### config.mk
export PLATFORM = sky130hd
export DESIGN_NAME = ppe_packet_arbiter
export DESIGN_NICKNAME = d
export VERILOG_FILES = /design/src/rtl/ppe_pkg.sv /design/src/rtl/ppe_packet_arbiter_rr_pick.sv /design/src/rtl/ppe_packet_arbiter.sv
export SDC_FILE = /design/constraint.sdc
export NUM_CORES = 1
export LEC_CHECK = 0
export CORE_MARGIN = 3
export CORE_UTILIZATION = 49
export CTS_CLUSTER_SIZE = 25
export DETAILED_ROUTE_END_ITERATION = 16
export HOLD_SLACK_MARGIN = 0.06
export PLACE_DENSITY_LB_ADDON = 0.05
export SYNTH_ARGS = -nofsm -noshare
export SYNTH_HDL_FRONTEND = slang
export SYNTH_HIERARCHICAL = 1
export SYNTH_SLANG_ARGS = --single-unit
### constraint.sdc
create_clock -name clk -period 2.95 [get_ports clk]
set_input_delay 0.7375 -clock clk [delete_from_list [all_inputs] [get_ports clk]]
set_output_delay 0.7375 -clock clk [all_outputs]
set_load 0.005 [all_outputs]
### src/rtl/ppe_pkg.sv
// Shared types and helpers for the packet arbiter: FSM state encoding,
// starvation counter width and the one-hot +1 rotation used for the priority pointer.
package ppe_pkg;

    typedef enum logic {
        IDLE   = 1'b0,
        LOCKED = 1'b1
    } arb_state_t;

    localparam int STARVE_W = 8;
    localparam int MAX_N    = 16;

    // Moves a one-hot bit at index i to index (i+1) mod n; bits at or above n are ignored.
    function automatic logic [0:MAX_N-1] rr_rotate(input logic [0:MAX_N-1] v, input int n);
        logic [0:MAX_N-1] r;
        r = '0;
        for (int i = 0; i < MAX_N; i++) begin
            if (i < n && v[i]) begin
                r[(i + 1) % n] = 1'b1;
            end
        end
        return r;
    endfunction

endpackage

### src/rtl/ppe_packet_arbiter_rr_pick.sv
// Combinational round-robin selector: returns the first requester at or after the
// one-hot priority pointer, wrapping from N-1 back to 0.
module ppe_rr_pick #(
    parameter int N = 4
) (
    input  logic [0:N-1] req_i,
    input  logic [0:N-1] prio_i,
    output logic [0:N-1] pick_o
);

    logic found;

    always_comb begin
        pick_o = '0;
        found  = 1'b0;
        for (int s = 0; s < N; s++) begin
            for (int k = 0; k < N; k++) begin
                if (prio_i[s] && !found && req_i[(s + k) % N]) begin
                    pick_o[(s + k) % N] = 1'b1;
                    found               = 1'b1;
                end
            end
        end
    end

endmodule

### src/rtl/ppe_packet_arbiter.sv
// Wormhole output-port arbiter: round-robin packet lock held until tail, credit-gated.
// Optional per-requester starvation flags when PPE_ARB_STARVE_CNT_EN is defined.
module ppe_packet_arbiter
    import ppe_pkg::*;
#(
    parameter  int N       = 4,
    parameter  int CREDITS = 4,
    localparam int CW      = $clog2(CREDITS + 1)
`ifdef PPE_ARB_STARVE_CNT_EN
    ,
    parameter  int STARVE_LIMIT = 64
`endif
) (
    input  logic          clk,
    input  logic          reset_n,
    input  logic          ce,
    input  logic [0:N-1]  i_valid,
    input  logic [0:N-1]  i_tail,
    input  logic          i_credit,
    output logic [0:N-1]  o_grant,
    output logic          o_fire,
    output logic [CW-1:0] o_credits,
    output logic          o_credit_err
`ifdef PPE_ARB_STARVE_CNT_EN
    ,
    output logic [0:N-1]  o_starve
`endif
);

    localparam logic [CW-1:0] CREDITS_MAX = CW'(CREDITS);
    localparam logic [0:N-1]  PTR_RST     = {1'b1, {(N-1){1'b0}}};

    arb_state_t    state_q, state_d;
    logic [0:N-1]  grant_q, grant_d;
    logic [0:N-1]  ptr_q, ptr_d;
    logic [CW-1:0] credits_q, credits_d;
    logic          err_q, err_d;

    logic             fire, tail_fire;
    logic [0:N-1]     ptr_rot, pick_ptr, pick_req, pick;
    logic [0:MAX_N-1] grant_pad, rot_pad;
    logic             unused_rot;

    assign fire      = ce && (state_q == LOCKED) && (|(grant_q & i_valid)) && (credits_q != '0);
    assign tail_fire = fire && (|(grant_q & i_tail));

    always_comb begin
        grant_pad        = '0;
        grant_pad[0:N-1] = grant_q;
        rot_pad          = rr_rotate(grant_pad, N);
        ptr_rot          = rot_pad[0:N-1];
    end
    assign unused_rot = ^rot_pad;

    // The owner's valid during its tail fire belongs to the flit just consumed,
    // so it is excluded from the back-to-back re-pick.
    assign pick_ptr = tail_fire ? ptr_rot : ptr_q;
    assign pick_req = tail_fire ? (i_valid & ~grant_q) : i_valid;

    ppe_rr_pick #(.N(N)) u_pick (
        .req_i  (pick_req),
        .prio_i (pick_ptr),
        .pick_o (pick)
    );

    always_ff @(posedge clk or negedge reset_n) begin
        if (!reset_n) begin
            state_q   <= IDLE;
            grant_q   <= '0;
            ptr_q     <= PTR_RST;
            credits_q <= CREDITS_MAX;
            err_q     <= 1'b0;
        end else begin
            state_q   <= state_d;
            grant_q   <= grant_d;
            ptr_q     <= ptr_d;
            credits_q <= credits_d;
            err_q     <= err_d;
        end
    end

    always_comb begin
        state_d   = state_q;
        grant_d   = grant_q;
        ptr_d     = ptr_q;
        credits_d = credits_q;
        err_d     = err_q;
        if (ce) begin
            case (state_q)
                IDLE: begin
                    if (|i_valid) begin
                        state_d = LOCKED;
                        grant_d = pick;
                    end
                end
                LOCKED: begin
                    if (tail_fire) begin
                        ptr_d = ptr_rot;
                        if (|pick_req) begin
                            grant_d = pick;
                        end else begin
                            state_d = IDLE;
                            grant_d = '0;
                        end
                    end
                end
                default: state_d = IDLE;
            endcase
        end
        // Credit returns are honoured even while ce is low.
        if (fire && !i_credit) begin
            credits_d = credits_q - 1'b1;
        end else if (i_credit && !fire) begin
            if (credits_q == CREDITS_MAX) begin
                err_d = 1'b1;
            end else begin
                credits_d = credits_q + 1'b1;
            end
        end
    end

    always_comb begin
        o_grant      = grant_q;
        o_fire       = fire;
        o_credits    = credits_q;
        o_credit_err = err_q;
    end

`ifdef PPE_ARB_STARVE_CNT_EN
    for (genvar gi = 0; gi < N; gi++) begin : g_starve
        logic [STARVE_W-1:0] cnt_q, cnt_d;
        logic                starve_q;

        always_comb begin
            cnt_d = cnt_q;
            if (ce) begin
                if (!i_valid[gi] || grant_q[gi]) begin
                    cnt_d = '0;
                end else if (cnt_q != '1) begin
                    cnt_d = cnt_q + 1'b1;
                end
            end
        end

        always_ff @(posedge clk or negedge reset_n) begin
            if (!reset_n) begin
                cnt_q    <= '0;
                starve_q <= 1'b0;
            end else begin
                cnt_q    <= cnt_d;
                starve_q <= (int'(cnt_d) >= STARVE_LIMIT);
            end
        end

        assign o_starve[gi] = starve_q;
    end
`endif

endmodule
# [Word level (Yosys, flattened, before mapping)]
# Index checks and enable logic that the tools add are counted.
[totals] reg_bits=13 in_bits=12 out_inout_bits=9 wordCells=128
[classes] addsub=2 n_eq_ne=4 muxes=47 bitwise_logic=6 n_reduce_logical=64
[op_table] cell="$logic_and 1x1->1" n=37
[op_table] cell="$mux 1" n=37
[op_table] cell="$mux 4" n=5
[op_table] cell="$logic_not 1->1" n=17
[op_table] cell="$reduce_or 4->1" n=4
[op_table] cell="$and 4x4->4" n=3
[op_table] cell="$mux 3" n=3
[op_table] cell="$pmux 4 s2" n=1
[op_table] cell="$reduce_and 3->1" n=2
[op_table] cell="$ne 2x2->1 const B" n=2
[op_table] cell="$not 4->4" n=1
[op_table] cell="$reduce_and 2->1" n=2
[op_table] cell="$add 3x1->3 const B" n=1
[op_table] cell="$eq 3x3->1 const B" n=1
[op_table] cell="$reduce_bool 3->1" n=1
[op_table] cell="$sub 3x1->3 const B" n=1
[op_table] cell="$ne 2x1->1 const B" n=1
[op_table] cell="$not 1->1" n=2
[op_table] cell="$pmux 1 s2" n=1
[op_table] cell="$reduce_bool 2->1" n=1

# [Longest topological paths before layout]
[depth] ltp_word=71 ltp_mapped=11

# [Modules after synthesis]
# The synthesis kept the hierarchy.
[modules_own_cells] module="ppe_packet_arbiter" instances=1 cells_each=73 area_each_um2=808.3 seq_area_each_um2=327.8
[modules_own_cells] module="ppe_rr_pick" instances=1 cells_each=25 area_each_um2=157.7 seq_area_each_um2=0.0

# [Worst setup path after synthesis]
# No wires, ideal clock.
[synth_path] path_kind="input port to flip-flop" from="input i_valid[3] (netlist name)" to="register grant_q (netlist bit o_grant[2])" setup_time_ns=0.077 t_arrival_ns=2.576 required_time_ns=2.873 setup_slack_ns=0.297 path_stages=11 path_cell_list="a22oi_1 a21oi_4 inv_2 a21oi_2 buf_4 mux2_2 nor4b_2 o31ai_1 a21boi_1 mux2i_1 a21oi_1"
[synth_lines] item="start, declared" line_no="ppe_packet_arbiter.sv:17" text="input logic [0:N-1] i_valid,"
[synth_lines] item="$and 4x4->4 *" line_no="ppe_packet_arbiter.sv:44" text="assign fire = ce && (state_q == LOCKED) && (|(grant_q & i_valid)) && (credits_q != '0);"
[synth_lines] item="$reduce_or 4->1 *" line_no="ppe_packet_arbiter.sv:44"
[synth_lines] item="$logic_and 1x1->1 * (2 in series)" line_no="ppe_packet_arbiter.sv:44"
[synth_lines] item="net o_fire" line_no="ppe_packet_arbiter.sv:21" text="output logic o_fire,"
[synth_lines] item="$logic_and 1x1->1 *" line_no="ppe_packet_arbiter.sv:45" text="assign tail_fire = fire && (|(grant_q & i_tail));"
[synth_lines] item="$mux 4 *"
[synth_lines] item="net pick_ptr, one bit" line_no="ppe_packet_arbiter.sv:40" text="logic [0:N-1] ptr_rot, pick_ptr, pick_req, pick;"
[synth_lines] item="$logic_and 1x1->1 (2 in series)" line_no="ppe_packet_arbiter_rr_pick.sv:18" text="if (prio_i[s] && !found && req_i[(s + k) % N]) begin"
[synth_lines] item="[24 not listed]"
[synth_lines] item="$mux 1" line_no="ppe_packet_arbiter_rr_pick.sv:18"
[synth_lines] item="$logic_not 1->1" line_no="ppe_packet_arbiter_rr_pick.sv:18"
[synth_lines] item="$logic_and 1x1->1 (2 in series)" line_no="ppe_packet_arbiter_rr_pick.sv:18"
[synth_lines] item="$mux 1 *" line_no="ppe_packet_arbiter_rr_pick.sv:18"
[synth_lines] item="net pick, one bit" line_no="ppe_packet_arbiter.sv:40"
[synth_lines] item="$mux 4" line_no="ppe_packet_arbiter.sv:99" text="if (|pick_req) begin"
[synth_lines] item="$mux 4" line_no="ppe_packet_arbiter.sv:97" text="if (tail_fire) begin"
[synth_lines] item="$pmux 4 s2 *" line_no="ppe_packet_arbiter.sv:89" text="case (state_q)"
[synth_lines] item="end signal, assigned" line_no="ppe_packet_arbiter.sv:75" text="grant_q <= grant_d;"
[synth_lines] item="end, declared" line_no="ppe_packet_arbiter.sv:34" text="logic [0:N-1] grant_q, grant_d;"
# Mark *: on every way through the listed nets, which the timed path passes. The rest lies on a longest branch. The select of a mux whose other input is x is not followed.
# A chain may end at the register's enable or synchronous reset.

# [Final worst setup path]
[layout_path] from="input i_valid[2] (netlist name)" to="output o_fire"
[layout_between] elab_chain_len=4
[layout_lines] item="$and 4x4->4" line_no="ppe_packet_arbiter.sv:44"
[layout_lines] item="$reduce_or 4->1" line_no="ppe_packet_arbiter.sv:44"
[layout_lines] item="$logic_and 1x1->1 (2 in series)" line_no="ppe_packet_arbiter.sv:44"
[layout_lines] item="end, declared" line_no="ppe_packet_arbiter.sv:21"
# Every way passes these cells.

==> run metrics <==
DRT antenna net count=0; Clk Latency, worst-skew pair=270 ps; Final Skew=1.95 ps; CP endpoint kind=output pin; vias in the first global route=1010; worst-path cell chain=clkdlybuf4s50_1 -> a22oi_1 -> a21oi_4 -> buf_6 -> clkdlybuf4s50_1; clock slew seen by the registers of the worst setup and hold paths=80 ps; Yosys top cell area share=0.285; Clock Tree Root=clkbuf_4; Commonest cells post-synth=inv_1, dfrtp_1, a21oi_1; Post-Syn Area=966 um2; Buf/Inv on CP=3; Startpoint Class=input port; IO buf count=20; synthesized flop and latch total=13; Tmin final=2900 ps; fin worst setup slack=53.8 ps; slowest cell on the critical path=clkdlybuf4s50_1; fmax=345 MHz; CTS max path bufs=2; Slew HR=0.595; First-pass DRT Iterations=4; clk sinks=13; hold crit path type=flop to flop; YS warnings=6; first-pass GRT wire length=4530 um; setup_tns=0 ps; initial antenna violation count=0; hold_buf cts=0; most used cell along the critical path=clkdlybuf4s50_1; Top Ports=21; Antenna diodes=0; Starting Density=0.536; core area=1800 um2; Mapped Nets=113; synth top area cells=dfrtp_1, mux2_2, dfstp_2, a21oi_1, inv_1; Pleak=0.631 nW; Area Growth Syn to Fin=45.2%; RSZ-0062 raised after global routing=no; Total GRT Usage=0.231; P per Cell Area=407 nW/um2; Synth Instances=98; final setup fails=0; routed wire length=2630 um; Hold Vio Cnt, Final=0; drc violations=0; RePlAce Congestion=0.896; DIE WIDTH=50.4 um; CP Class=input port to output pin; Synth Area in Simple Gates=0.126; TritonCTS buffer count=3; H-Tree Depth=1; layout cells sized above 1=0.324; Filler cells=133; Yosys top cell by area=dfrtp_1; count leader, synth=inv_1; DP HPWL=2030 um; worst slew pin tran=606 ps; kind of cell adding the most delay to the critical path=buffers and inverters; MaxCap Viol Count=0; Final nets=158; post-synthesis mux area share=0.135; die footprint=2540 um2; Max VDD drop=0.000522 V; Rows=15; syn_area_per_cell=9.86 um2; pre-CTS setup slack=-233 ps; CP Max Fanout=4; Synth Area in XOR/XNOR=0.00907; crit share post-route=0.982; DR WL/cell=15.7 um; largest family of logic cells by synthesized area=compound AO/OA/AOI/OAI gates; Final Slew Violations=0; Post-synth EDFFs=0; asr flop ratio synth=1.00; die height=50.4 um; status=finished, final reports clean; Yosys cell types=34; grt ovf=0; vias per inst=5.68; largest net degree at the start of global routing=14; Main synth FF type=dfrtp_1; 1st-iter DRT viols=28; vias=948; Synth Area in Compound Gates=0.286; sequential area share after synthesis=0.339; adder-cell area share of the yosys netlist=0.0466; arrival time at the worst endpoint=2160 ps; crit-path max cell delay=490 ps; CTS tree=yes; required time of the critical path=2210 ps
[final timing paths]
check                      slack (ps)          from  cells past startpoint            to
hold reg to reg                   480  o_credit_err                      1  o_credit_err
setup reg to reg                  490  o_credits[2]                     10    o_grant[1]
hold / removal                    480  o_credit_err                      1  o_credit_err
max in group asynchronous        1720       reset_n                      1    o_grant[0]
min in group asynchronous         840       reset_n                      1  o_credit_err
setup / recovery                   50    i_valid[2]                      5        o_fire
[layout by cell type, fill, tap and decap left out, types with 2 or more instances in the layout]
master / instances
mux2_2: 8
buf_4: 20
dfstp_2: 2
o21ai_0: 5
nor2_1: 5
a31oi_2: 2
nor3_1: 3
ha_1: 2
a21oi_4: 2
clkdlybuf4s50_1: 19
a31oi_1: 4
dfrtp_1: 11
a21oi_1: 10
nor2b_1: 3
mux2i_1: 4
clkbuf_4: 3
inv_1: 12
a22oi_1: 5
[metal layers]
metal | wire length, um | vias to the layer above | global-route usage
li1 | - | 453 | -
met1 | 1150 | 461 | 0.287
met2 | 1300 | 30 | 0.396
met3 | 153 | 4 | 0.0386
met4 | 30 | 0 | 0.0897
met5 | 0 | - | 0
[report_power, final]
| group | leakage (nW) | total [W] | switching, W | internal [W] |
|---|---|---|---|---|
| combinational | 0.455 | 0.000198 | 0.0000863 | 0.000112 |
| clock | 0.0150 | 0.000113 | 0.0000605 | 0.0000524 |
| sequential | 0.161 | 0.000259 | 0.0000483 | 0.000211 |
[registers in the layout, indices dropped and copies added (netlist names)]
name          flops
state_q           1
o_credit_err      1
o_credits         3
o_grant           4
ptr_q             4
[repair_timing]
action	4_1_cts	5_1_grt
setup buffers	0	2
endpoints found under the setup margin	1	5
resized for setup	1	4
endpoints found under the hold margin	0	0
[metrics by stage]
stage / hold WS, ps / cell area (um2) / std cells / total power, W / utilization
final: 476 / 1400 / 167 / 0.000570 / 0.778
after global routing: 514 / 1400 / 167 / 0.000608 / 0.778
after CTS: 479 / 1360 / 165 / 0.000565 / 0.756
after detailed placement: 460 / 1330 / 161 / 0.000453 / 0.740
after global placement: 455 / 1330 / 161 / 0.000438 / 0.740
after floorplan: 442 / 966 / 98 / 0.000338 / -
[cell families (layout without fill, tap and decap cells)]
| kind of cell | Yosys count | count (layout) |
|---|---|---|
| XOR/XNOR | 1 | 1 |
| AO/OA/AOI/OAI | 38 | 38 |
| flip-flops | 13 | 13 |
| multiplexers | 12 | 12 |
| AND/OR/NAND/NOR | 17 | 17 |
| buffers and inverters | 14 | 58 |
| adder cells (fa/ha/maj) | 3 | 3 |
[cell type report]
type	instances	area, um2	share of cell area
Multi-Input combinational cell	71	604	0.431
Tap cell	25	31.3	0.0223
Inverter	13	48.8	0.0348
Sequential cell	13	328	0.234
Timing Repair Buffer	41	364	0.260
Clock buffer	4	26.3	0.0187
Note: power is estimated with default switching activity, not from simulation.
